<file path="src/rtl/rng_output_router.sv">
// rng_output_router: per-source block FIFOs with health gating, streamed out as OUT_WIDTH slices.
// Optional macro RNG_FALLBACK_EN substitutes the lowest good non-empty source for an unavailable one.
module rng_output_router #(
   parameter int NUM_SRC    = 3,
   parameter int SRC_WIDTH  = 256,
   parameter int OUT_WIDTH  = 8,
   parameter int FIFO_DEPTH = 4,
   parameter int TYPE_W     = (NUM_SRC > 1) ? $clog2(NUM_SRC) : 1
) (
   input  logic                                          clk,
   input  logic                                          rst_n,
   input  logic [NUM_SRC-1:0]                            src_valid_i,
   input  logic [NUM_SRC-1:0][SRC_WIDTH-1:0]             src_data_i,
   output logic [NUM_SRC-1:0]                            src_ready_o,
   input  logic [NUM_SRC-1:0]                            src_good_i,
   input  logic                                          rand_req,
   input  logic [TYPE_W-1:0]                             rand_req_type,
   output logic [OUT_WIDTH-1:0]                          rand_out,
   output logic                                          rand_valid,
   output logic                                          rand_err,
   output logic                                          rand_fallback,
   output logic                                          busy,
   output logic [NUM_SRC-1:0][$clog2(FIFO_DEPTH+1)-1:0]  fifo_level_o
);

   localparam int SLICES = SRC_WIDTH / OUT_WIDTH;
   localparam int CNT_W  = (SLICES > 1) ? $clog2(SLICES) : 1;
   localparam int PTR_W  = $clog2(FIFO_DEPTH);
   localparam int LVL_W  = $clog2(FIFO_DEPTH+1);

   typedef enum logic [1:0] {IDLE, LOAD, STREAM, ERR} state_t;

   state_t                            state, state_nx;
   logic                              run_q;
   logic [SRC_WIDTH-1:0]              shreg;
   logic [CNT_W-1:0]                  cnt;
   logic [TYPE_W-1:0]                 srv_idx;
   logic [NUM_SRC-1:0]                push, pop, avail;
   logic [NUM_SRC-1:0][SRC_WIDTH-1:0] head;
   logic [SRC_WIDTH-1:0]              head_sel;
   logic [TYPE_W-1:0]                 sel_idx;
   logic                              sel_ok, srv_good, abort, accept;
   logic                              out_valid_d, err_d, fb_d;
   logic [OUT_WIDTH-1:0]              out_d;
`ifdef RNG_FALLBACK_EN
   logic                              sel_fb, srv_fb, range_ok, fb_found;
`endif

   for (genvar k = 0; k < NUM_SRC; k++) begin : g_fifo
      logic [SRC_WIDTH-1:0] mem [FIFO_DEPTH];
      logic [PTR_W-1:0]     wr_ptr, rd_ptr;
      logic [LVL_W-1:0]     lvl;

      assign fifo_level_o[k] = lvl;
      assign src_ready_o[k]  = run_q & src_good_i[k] & (lvl < LVL_W'(FIFO_DEPTH));
      assign push[k]         = src_valid_i[k] & src_ready_o[k];
      assign head[k]         = mem[rd_ptr];

      always_ff @(posedge clk) begin
         if (push[k]) mem[wr_ptr] <= src_data_i[k];
      end

      // An unhealthy source loses its whole backlog; pop never coincides since it requires good.
      always_ff @(posedge clk) begin
         if (!rst_n || !src_good_i[k]) begin
            wr_ptr <= '0;
            rd_ptr <= '0;
            lvl    <= '0;
         end else begin
            if (push[k]) wr_ptr <= wr_ptr + PTR_W'(1);
            if (pop[k])  rd_ptr <= rd_ptr + PTR_W'(1);
            lvl <= lvl + LVL_W'(push[k]) - LVL_W'(pop[k]);
         end
      end
   end

   always_comb begin
      avail    = '0;
      sel_ok   = 1'b0;
      sel_idx  = '0;
      srv_good = 1'b0;
      head_sel = '0;
`ifdef RNG_FALLBACK_EN
      sel_fb   = 1'b0;
      fb_found = 1'b0;
      range_ok = (int'(rand_req_type) < NUM_SRC);
`endif
      for (int unsigned k = 0; k < NUM_SRC; k++) begin
         avail[k] = src_good_i[k] & (fifo_level_o[k] != '0);
         if (rand_req_type == TYPE_W'(k) && avail[k]) begin
            sel_ok  = 1'b1;
            sel_idx = TYPE_W'(k);
         end
         if (srv_idx == TYPE_W'(k)) srv_good = src_good_i[k];
      end
`ifdef RNG_FALLBACK_EN
      if (range_ok && !sel_ok) begin
         for (int unsigned k = 0; k < NUM_SRC; k++) begin
            if (!fb_found && avail[k]) begin
               fb_found = 1'b1;
               sel_idx  = TYPE_W'(k);
            end
         end
         sel_ok = fb_found;
         sel_fb = fb_found;
      end
`endif
      for (int unsigned k = 0; k < NUM_SRC; k++) begin
         if (sel_idx == TYPE_W'(k)) head_sel = head[k];
      end
   end

   assign abort = ((state == LOAD) || (state == STREAM)) && !srv_good;
   assign busy  = (state != IDLE);

   always_ff @(posedge clk) begin
      if (!rst_n) state <= IDLE;
      else        state <= state_nx;
   end

   always_comb begin
      state_nx = state;
      unique case (state)
         IDLE:   if (rand_req) state_nx = sel_ok ? LOAD : ERR;
         LOAD:   state_nx = abort ? IDLE : STREAM;
         STREAM: if (abort || cnt == CNT_W'(SLICES-1)) state_nx = IDLE;
         ERR:    state_nx = IDLE;
         default: state_nx = IDLE;
      endcase
   end

   always_comb begin
      accept      = (state == IDLE) && rand_req && sel_ok;
      pop         = '0;
      for (int unsigned k = 0; k < NUM_SRC; k++) begin
         pop[k] = accept && (sel_idx == TYPE_W'(k));
      end
      out_valid_d = (state == STREAM) && !abort;
      out_d       = out_valid_d ? shreg[OUT_WIDTH-1:0] : '0;
      err_d       = (state == ERR) || abort;
`ifdef RNG_FALLBACK_EN
      fb_d        = out_valid_d & srv_fb;
`else
      fb_d        = 1'b0;
`endif
   end

   // Outputs are registered, so each slice appears one cycle after its STREAM state cycle.
   always_ff @(posedge clk) begin
      if (!rst_n) begin
         run_q         <= 1'b0;
         shreg         <= '0;
         cnt           <= '0;
         srv_idx       <= '0;
         rand_out      <= '0;
         rand_valid    <= 1'b0;
         rand_err      <= 1'b0;
         rand_fallback <= 1'b0;
      end else begin
         run_q         <= 1'b1;
         rand_out      <= out_d;
         rand_valid    <= out_valid_d;
         rand_err      <= err_d;
         rand_fallback <= fb_d;
         if (accept) begin
            shreg   <= head_sel;
            cnt     <= '0;
            srv_idx <= sel_idx;
         end else if (abort) begin
            shreg <= '0;
         end else if (state == STREAM) begin
            shreg <= shreg >> OUT_WIDTH;
            cnt   <= cnt + CNT_W'(1);
         end
      end
   end

`ifdef RNG_FALLBACK_EN
   always_ff @(posedge clk) begin
      if (!rst_n)      srv_fb <= 1'b0;
      else if (accept) srv_fb <= sel_fb;
   end
`endif

endmodule

</file>
<file path="config.mk">
export PLATFORM = sky130hd
export DESIGN_NAME = rng_output_router
export DESIGN_NICKNAME = d
export VERILOG_FILES = /design/src/rtl/rng_output_router.sv
export SDC_FILE = /design/constraint.sdc
export NUM_CORES = 2
export LEC_CHECK = 0
export CAP_MARGIN = 30
export CORE_MARGIN = 2
export CORE_UTILIZATION = 50
export CTS_CLUSTER_DIAMETER = 150
export DETAILED_ROUTE_END_ITERATION = 8
export PLACE_DENSITY = 0.71
export SLEW_MARGIN = 20
export SYNTH_ARGS = -nofsm -noshare
export SYNTH_HDL_FRONTEND = slang
export SYNTH_SLANG_ARGS = --single-unit
export TNS_END_PERCENT = 20
</file>
<file path="constraint.sdc">
create_clock -name clk -period 17.6 [get_ports clk]
set_input_delay 2.64 -clock clk [delete_from_list [all_inputs] [get_ports clk]]
set_output_delay 2.64 -clock clk [all_outputs]
set_load 0.03 [all_outputs]
</file>
=== Word level (Yosys, flattened, before mapping) ===
Memories as Yosys holds them, arrays and structs flattened. A register that Yosys moved wholly into a read port is not among the register bits.
Cells that the tools add are included.

* Register bits after elaboration: 297
* Input bits: 779
* Logic and storage cells: 129
* Bits in writable memories: 3,072
* Memories: 3
* Output and inout bits: 24

{| class="wikitable"
|+ Memory list
! name !! depth !! bits a word !! rd ports !! clocked after Yosys merged registers in !! write ports !! line !! RTL
|-
| g_fifo[0].mem || 4 || 256 || 1 || 1 || 1 || 50 || <nowiki>logic [SRC_WIDTH-1:0] mem [FIFO_DEPTH];</nowiki>
|-
| g_fifo[1].mem || 4 || 256 || 1 || 1 || 1 || 50 ||
|-
| g_fifo[2].mem || 4 || 256 || 1 || 1 || 1 || 50 ||
|}

* Mux-type cells: 32
* Add/sub/neg operators: 13
* Magnitude comparators: 3
* Bitwise gates (word level): 14
* Equal/unequal tests: 12
* Reduce and logical (&&, ||, !) cells: 35

{| class="wikitable"
|+ Operators by type and width
! kind !! count
|-
| 256-bit 2-to-1 mux || 6
|-
| 2-bit 2-to-1 mux || 11
|-
| 1-bit 2-to-1 mux || 14
|-
| 2-bit by 1-bit adder with 2-bit output, second input constant || 6
|-
| 1-bit bitwise AND || 12
|-
| 3-bit nonzero test || 4
|-
| 2-bit == test, second input constant || 5
|-
| 1-bit logical AND || 10
|-
| 3-bit by 1-bit adder with 3-bit output || 3
|-
| 3-bit less-than comparator, second input constant || 3
|-
| 3-bit by 1-bit subtractor with 3-bit output || 3
|-
| 2-bit by 1-bit == test with 1-bit output, second input constant || 4
|-
| 2-bit logical NOT || 4
|-
| 2-bit case mux with 4 select lines || 1
|-
| 1-bit logical NOT || 6
|-
| 1-bit logical OR || 6
|-
| 2-bit AND reduction || 3
|-
| 5-bit by 1-bit adder with 5-bit output, second input constant || 1
|-
| 5-bit == test, second input constant || 1
|-
| 2-bit by 1-bit inequality test with 1-bit output, second input constant || 1
|-
| 2-bit inequality test, second input constant || 1
|-
| 1-bit NOT || 2
|-
| 2-bit nonzero test || 1
|-
| 2-bit OR reduction || 1
|}

=== Depth between registers and ports, before layout ===
* Depth in word-level cells: 10
* Gate-level depth with buffers: 12
* Gate-level depth less buffers: 12

=== Least setup slack after synthesis ===
OpenSTA, ideal clock, no wires.

* Kind: input -> register
* Start point: input port src_good_i[0]
* End point: memory g_fifo[0].mem[1][0], enable pin
* Required time: 16,948 ps
* Data arrival time: 9,215 ps
* Buffers on the path: 0
* Setup slack: 7,733 ps
* Stages on the path: 3
* Library setup time: 652 ps
* Path through: nand2_1 nor2_1 and3_1

* Longest elaborated chain between the ends: 5

{| class="wikitable"
|+ RTL lines
! item !! line !! RTL
|-
| start: declaration || 15 || <nowiki>input logic [NUM_SRC-1:0] src_good_i,</nowiki>
|-
| 1-bit bitwise AND (2 in series) || 55 || <nowiki>assign src_ready_o[k] = run_q & src_good_i[k] & (lvl < LVL_W'(FIFO_DEPTH));</nowiki>
|-
| via src_ready_o[0] || 14 || <nowiki>output logic [NUM_SRC-1:0] src_ready_o,</nowiki>
|-
| 1-bit bitwise AND || 56 || <nowiki>assign push[k] = src_valid_i[k] & src_ready_o[k];</nowiki>
|-
| 1-bit 2-to-1 mux || 60 || <nowiki>if (push[k]) mem[wr_ptr] <= src_data_i[k];</nowiki>
|-
| 1-bit 2-to-1 mux (not written as such) || 60 ||
|-
| end: declaration || 50 ||
|}

The timed path passes the listed nets, and every way through them passes these cells.

=== Worst setup path in the final report ===
* Start point: input port src_good_i[0]
* End point: output port src_ready_o[0]

* Longest elaborated chain between the ends: 2

{| class="wikitable"
|+ RTL lines
! item !! line
|-
| 1-bit bitwise AND (2 in series) || 55
|-
| end: declaration || 14
|}

No other way between the ends.

==> out/metrics.yaml <==
run_status:
  outcome: "completed"
clock_network:
  clockBufferDepth: 4
  cts-root-buf: "clkbuf_16"
  cts.sinks: 3375
  postCtsSetupBuffers: 0
  numCtsBuffers: 353
  cts_tree: "yes"
  h-tree-depth: 5
  cts.reportedPaths.clkPinSlew_ns: 0.06
  cts_resized: 0
  insertion_delay_ns: 1.01
  ctsHoldBuffers: 0
sta:
  finClkSkew_ns: 0.102
  maxSlewHeadroom: 0.252
  final_hold_viol_count: 0
  drv_slew: 0
  setup_viol: 0
  max_freq_ghz: 0.141
  fin_crit_sh: 0.402
  rsz0062_at_grt: "false"
  setup_ws_ns: 10.53
  tns_ns: 0
  min_period_ns: 7.07
  tightest_slew_ns: 1.12
global_routing:
  grt_max_degree: 192
  grt_pass1_wl_um: 511000
  grt.overflow.total: 0
  antenna_found_initial: 218
  grt_usage: 0.275
  grt_pass1_vias: 68017
route:
  viasPerCell: 6.29
  dr.pass1.iters: 5
  wire_per_inst_um: 33.2
  drt_iter0_markers: 8280
  dr_total_vias: 68694
  drt-total-wl_um: 363000
  ant_nets: 0
  drc_errors: 0
synth:
  syn_area_um2: 128000
  synth_top_family_by_area: "multiplexers"
  synthAdderAreaFrac: 0.00291
  synth_xor_area_frac: 0.00123
  muxShareOfSynthArea: 0.146
  syn_avg_cell_area_um2: 20.5
  yosysWarningCount: 0
  synth_cell_types: 41
  syn_inst: 6264
  syn_nets: 7071
  synth_compound_gate_area_share: 0.0464
  synthSimpleGateAreaFrac: 0.0231
  synth-seq-cells: 3375
  yosysSeqAreaShare: 0.766
die:
  die_h_um: 511
  die_x_um: 511
  rows: 185
  core_um2: 255000
  start_util: 0.504
  pin_count: 803
  fp.dieArea_um2: 261000
layout:
  final_net_count: 7955
  mostFrequentLayoutCells: "edfxtp_1, clkdlybuf4s50_1, mux4_2"
  drive_gt1_frac: 0.195
  area_growth_pct: 18.6
  layout_commonest_cell: "edfxtp_1"
setup_path:
  crit_required_ns: 14.96
  cp-startpoint: "src_good_i[0]"
  path_max_fanout: 8
  crit_type: "primary input to primary output"
  slowest_stage: "clkdlybuf4s50_1"
  cpMostUsedCell: "clkdlybuf4s50_1"
  cp_data_arrival_time_ns: 4.43
  path_buf_inv: 2
  crit_path_start_kind: "primary input"
  max_stage_delay_ns: 0.75
  crit_path_end_kind: "primary output"
  critPathTopFamily: "buffers and inverters"
  worstPathCellList: "clkdlybuf4s50_1 -> nand2_1 -> nor2_1 -> clkdlybuf4s50_1"
placed_design:
  routabilityCongestion: 0.824
  port_buffers: 801
  post-dp-hpwl_um: 225000
  pre_cts_ws_ns: 10.43
min_path:
  hp-start: "shreg[254]$_SDFFE_PN0P_"
  hold_class: "flip-flop to flip-flop"
power_and_ir_drop:
  p_leak_nw: 47.4
  power.density_nw_per_um2: 118
  ir_drop_mv: 0.0925
job:
  maxCapViolations: 0
-- per-stage QoR --
step / instances / hold slack (ns) / area, um^2 / util / power (mW)
after CTS: 10785 / 0.448 / 152000 / 0.596 / 18.0
after detailed placement: 10152 / 0.446 / 140000 / 0.550 / 10.6
after floorplan: 6264 / 0.424 / 128000 / - / 9.93
final: 10925 / 0.450 / 152000 / 0.598 / 17.9
after global placement: 10147 / 0.447 / 140000 / 0.550 / 10.6
after global routing: 10861 / 0.473 / 152000 / 0.597 / 18.4
-- worst register-to-register path, cell delays in order (launching register included) --
cell      delay [ns]
dfxtp_4         0.77
buf_4           0.70
buf_4           0.74
buf_4           0.79
buf_4           0.80
mux4_2          0.69
a22o_1          0.19
a211oi_1        0.33
nor3_1          0.11
-- flip-flops by register name, indices dropped and copies added, names as in the netlist, named ones only --
register and count:
g_fifo.lvl 9, shreg 256, rand_valid 1, run_q 1
cnt 5, srv_idx 2, g_fifo.rd_ptr 6, rand_out 8
state 2, rand_err 1, g_fifo.mem 3072, g_fifo.wr_ptr 6
-- cells by family after synthesis --
logic type,after synthesis
compound gates,894
xor+xnor,18
fa+ha+maj,28
buf+inv,433
flops,3375
mux,911
other cells,1
simple gates,604
-- routing by layer --
| layer | up-vias | routed length [um] | global-route usage |
|---|---|---|---|
| met2 | 3521 | 176000 | 0.439 |
| li1 | 27926 | - | - |
| met4 | 164 | 14700 | 0.109 |
| met3 | 778 | 36600 | 0.0757 |
| met1 | 36305 | 135000 | 0.359 |
| met5 | - | 1040 | 0 |
-- final timing paths --
check / to / slack (ns) / depth (start not counted)
min reg2reg: shreg[246]$_SDFFE_PN0P_ / 0.45 / 2
max: src_ready_o[0] / 10.53 / 4
max reg2reg: shreg[139]$_SDFFE_PN0P_ / 12.31 / 8
min: shreg[246]$_SDFFE_PN0P_ / 0.45 / 2
-- where the power goes --
part / internal (mW) / switching [mW] / leakage (nW)
clock: 4.40 / 3.02 / 5.61
sequential: 8.94 / 0.156 / 30.2
combinational: 0.542 / 0.843 / 11.6
total: 13.9 / 4.02 / 47.4
-- cell type report --
type	instances	area (um^2)
clock buffer	471	9670
sequential	3375	98300
clock inverter	162	1830
timing repair buffer	941	9390
antenna	133	333
fill	17925	102000
tap	3366	4210
inverter	21	86.3
multi-input combinational	2456	28300
-- cell usage after synthesis (all sizes together) --
library cell | count | area (um^2)
a2111o | 1 | 11.3
a211oi | 108 | 823
a21o | 7 | 52.6
a21oi | 144 | 721
a221o | 7 | 70.1
a22o | 113 | 990
a22oi | 142 | 1070
a311oi | 1 | 8.76
a31oi | 9 | 56.3
and2 | 121 | 757
and3 | 18 | 113
and3b | 3 | 26.3
and4 | 1 | 8.76
buf | 141 | 733
clkbuf | 271 | 1020
conb | 1 | 3.75
dfxtp | 303 | 6070
edfxtp | 3072 | 92200
fa | 3 | 60.1
ha | 25 | 313
inv | 21 | 78.8
mux2i | 143 | 1430
mux4 | 768 | 17300
nand2 | 163 | 612
nand3 | 15 | 75.1
nand3b | 2 | 15.0
nor2 | 39 | 146
nor3 | 239 | 1200
o211a | 1 | 10.0
o211ai | 1 | 12.5
o21a | 130 | 976
o21ai | 229 | 1150
o32a | 1 | 10.0
or3 | 3 | 18.8
xnor2 | 12 | 105
xor2 | 6 | 52.6
No activity file was read; power rests on OpenSTA's default activity.
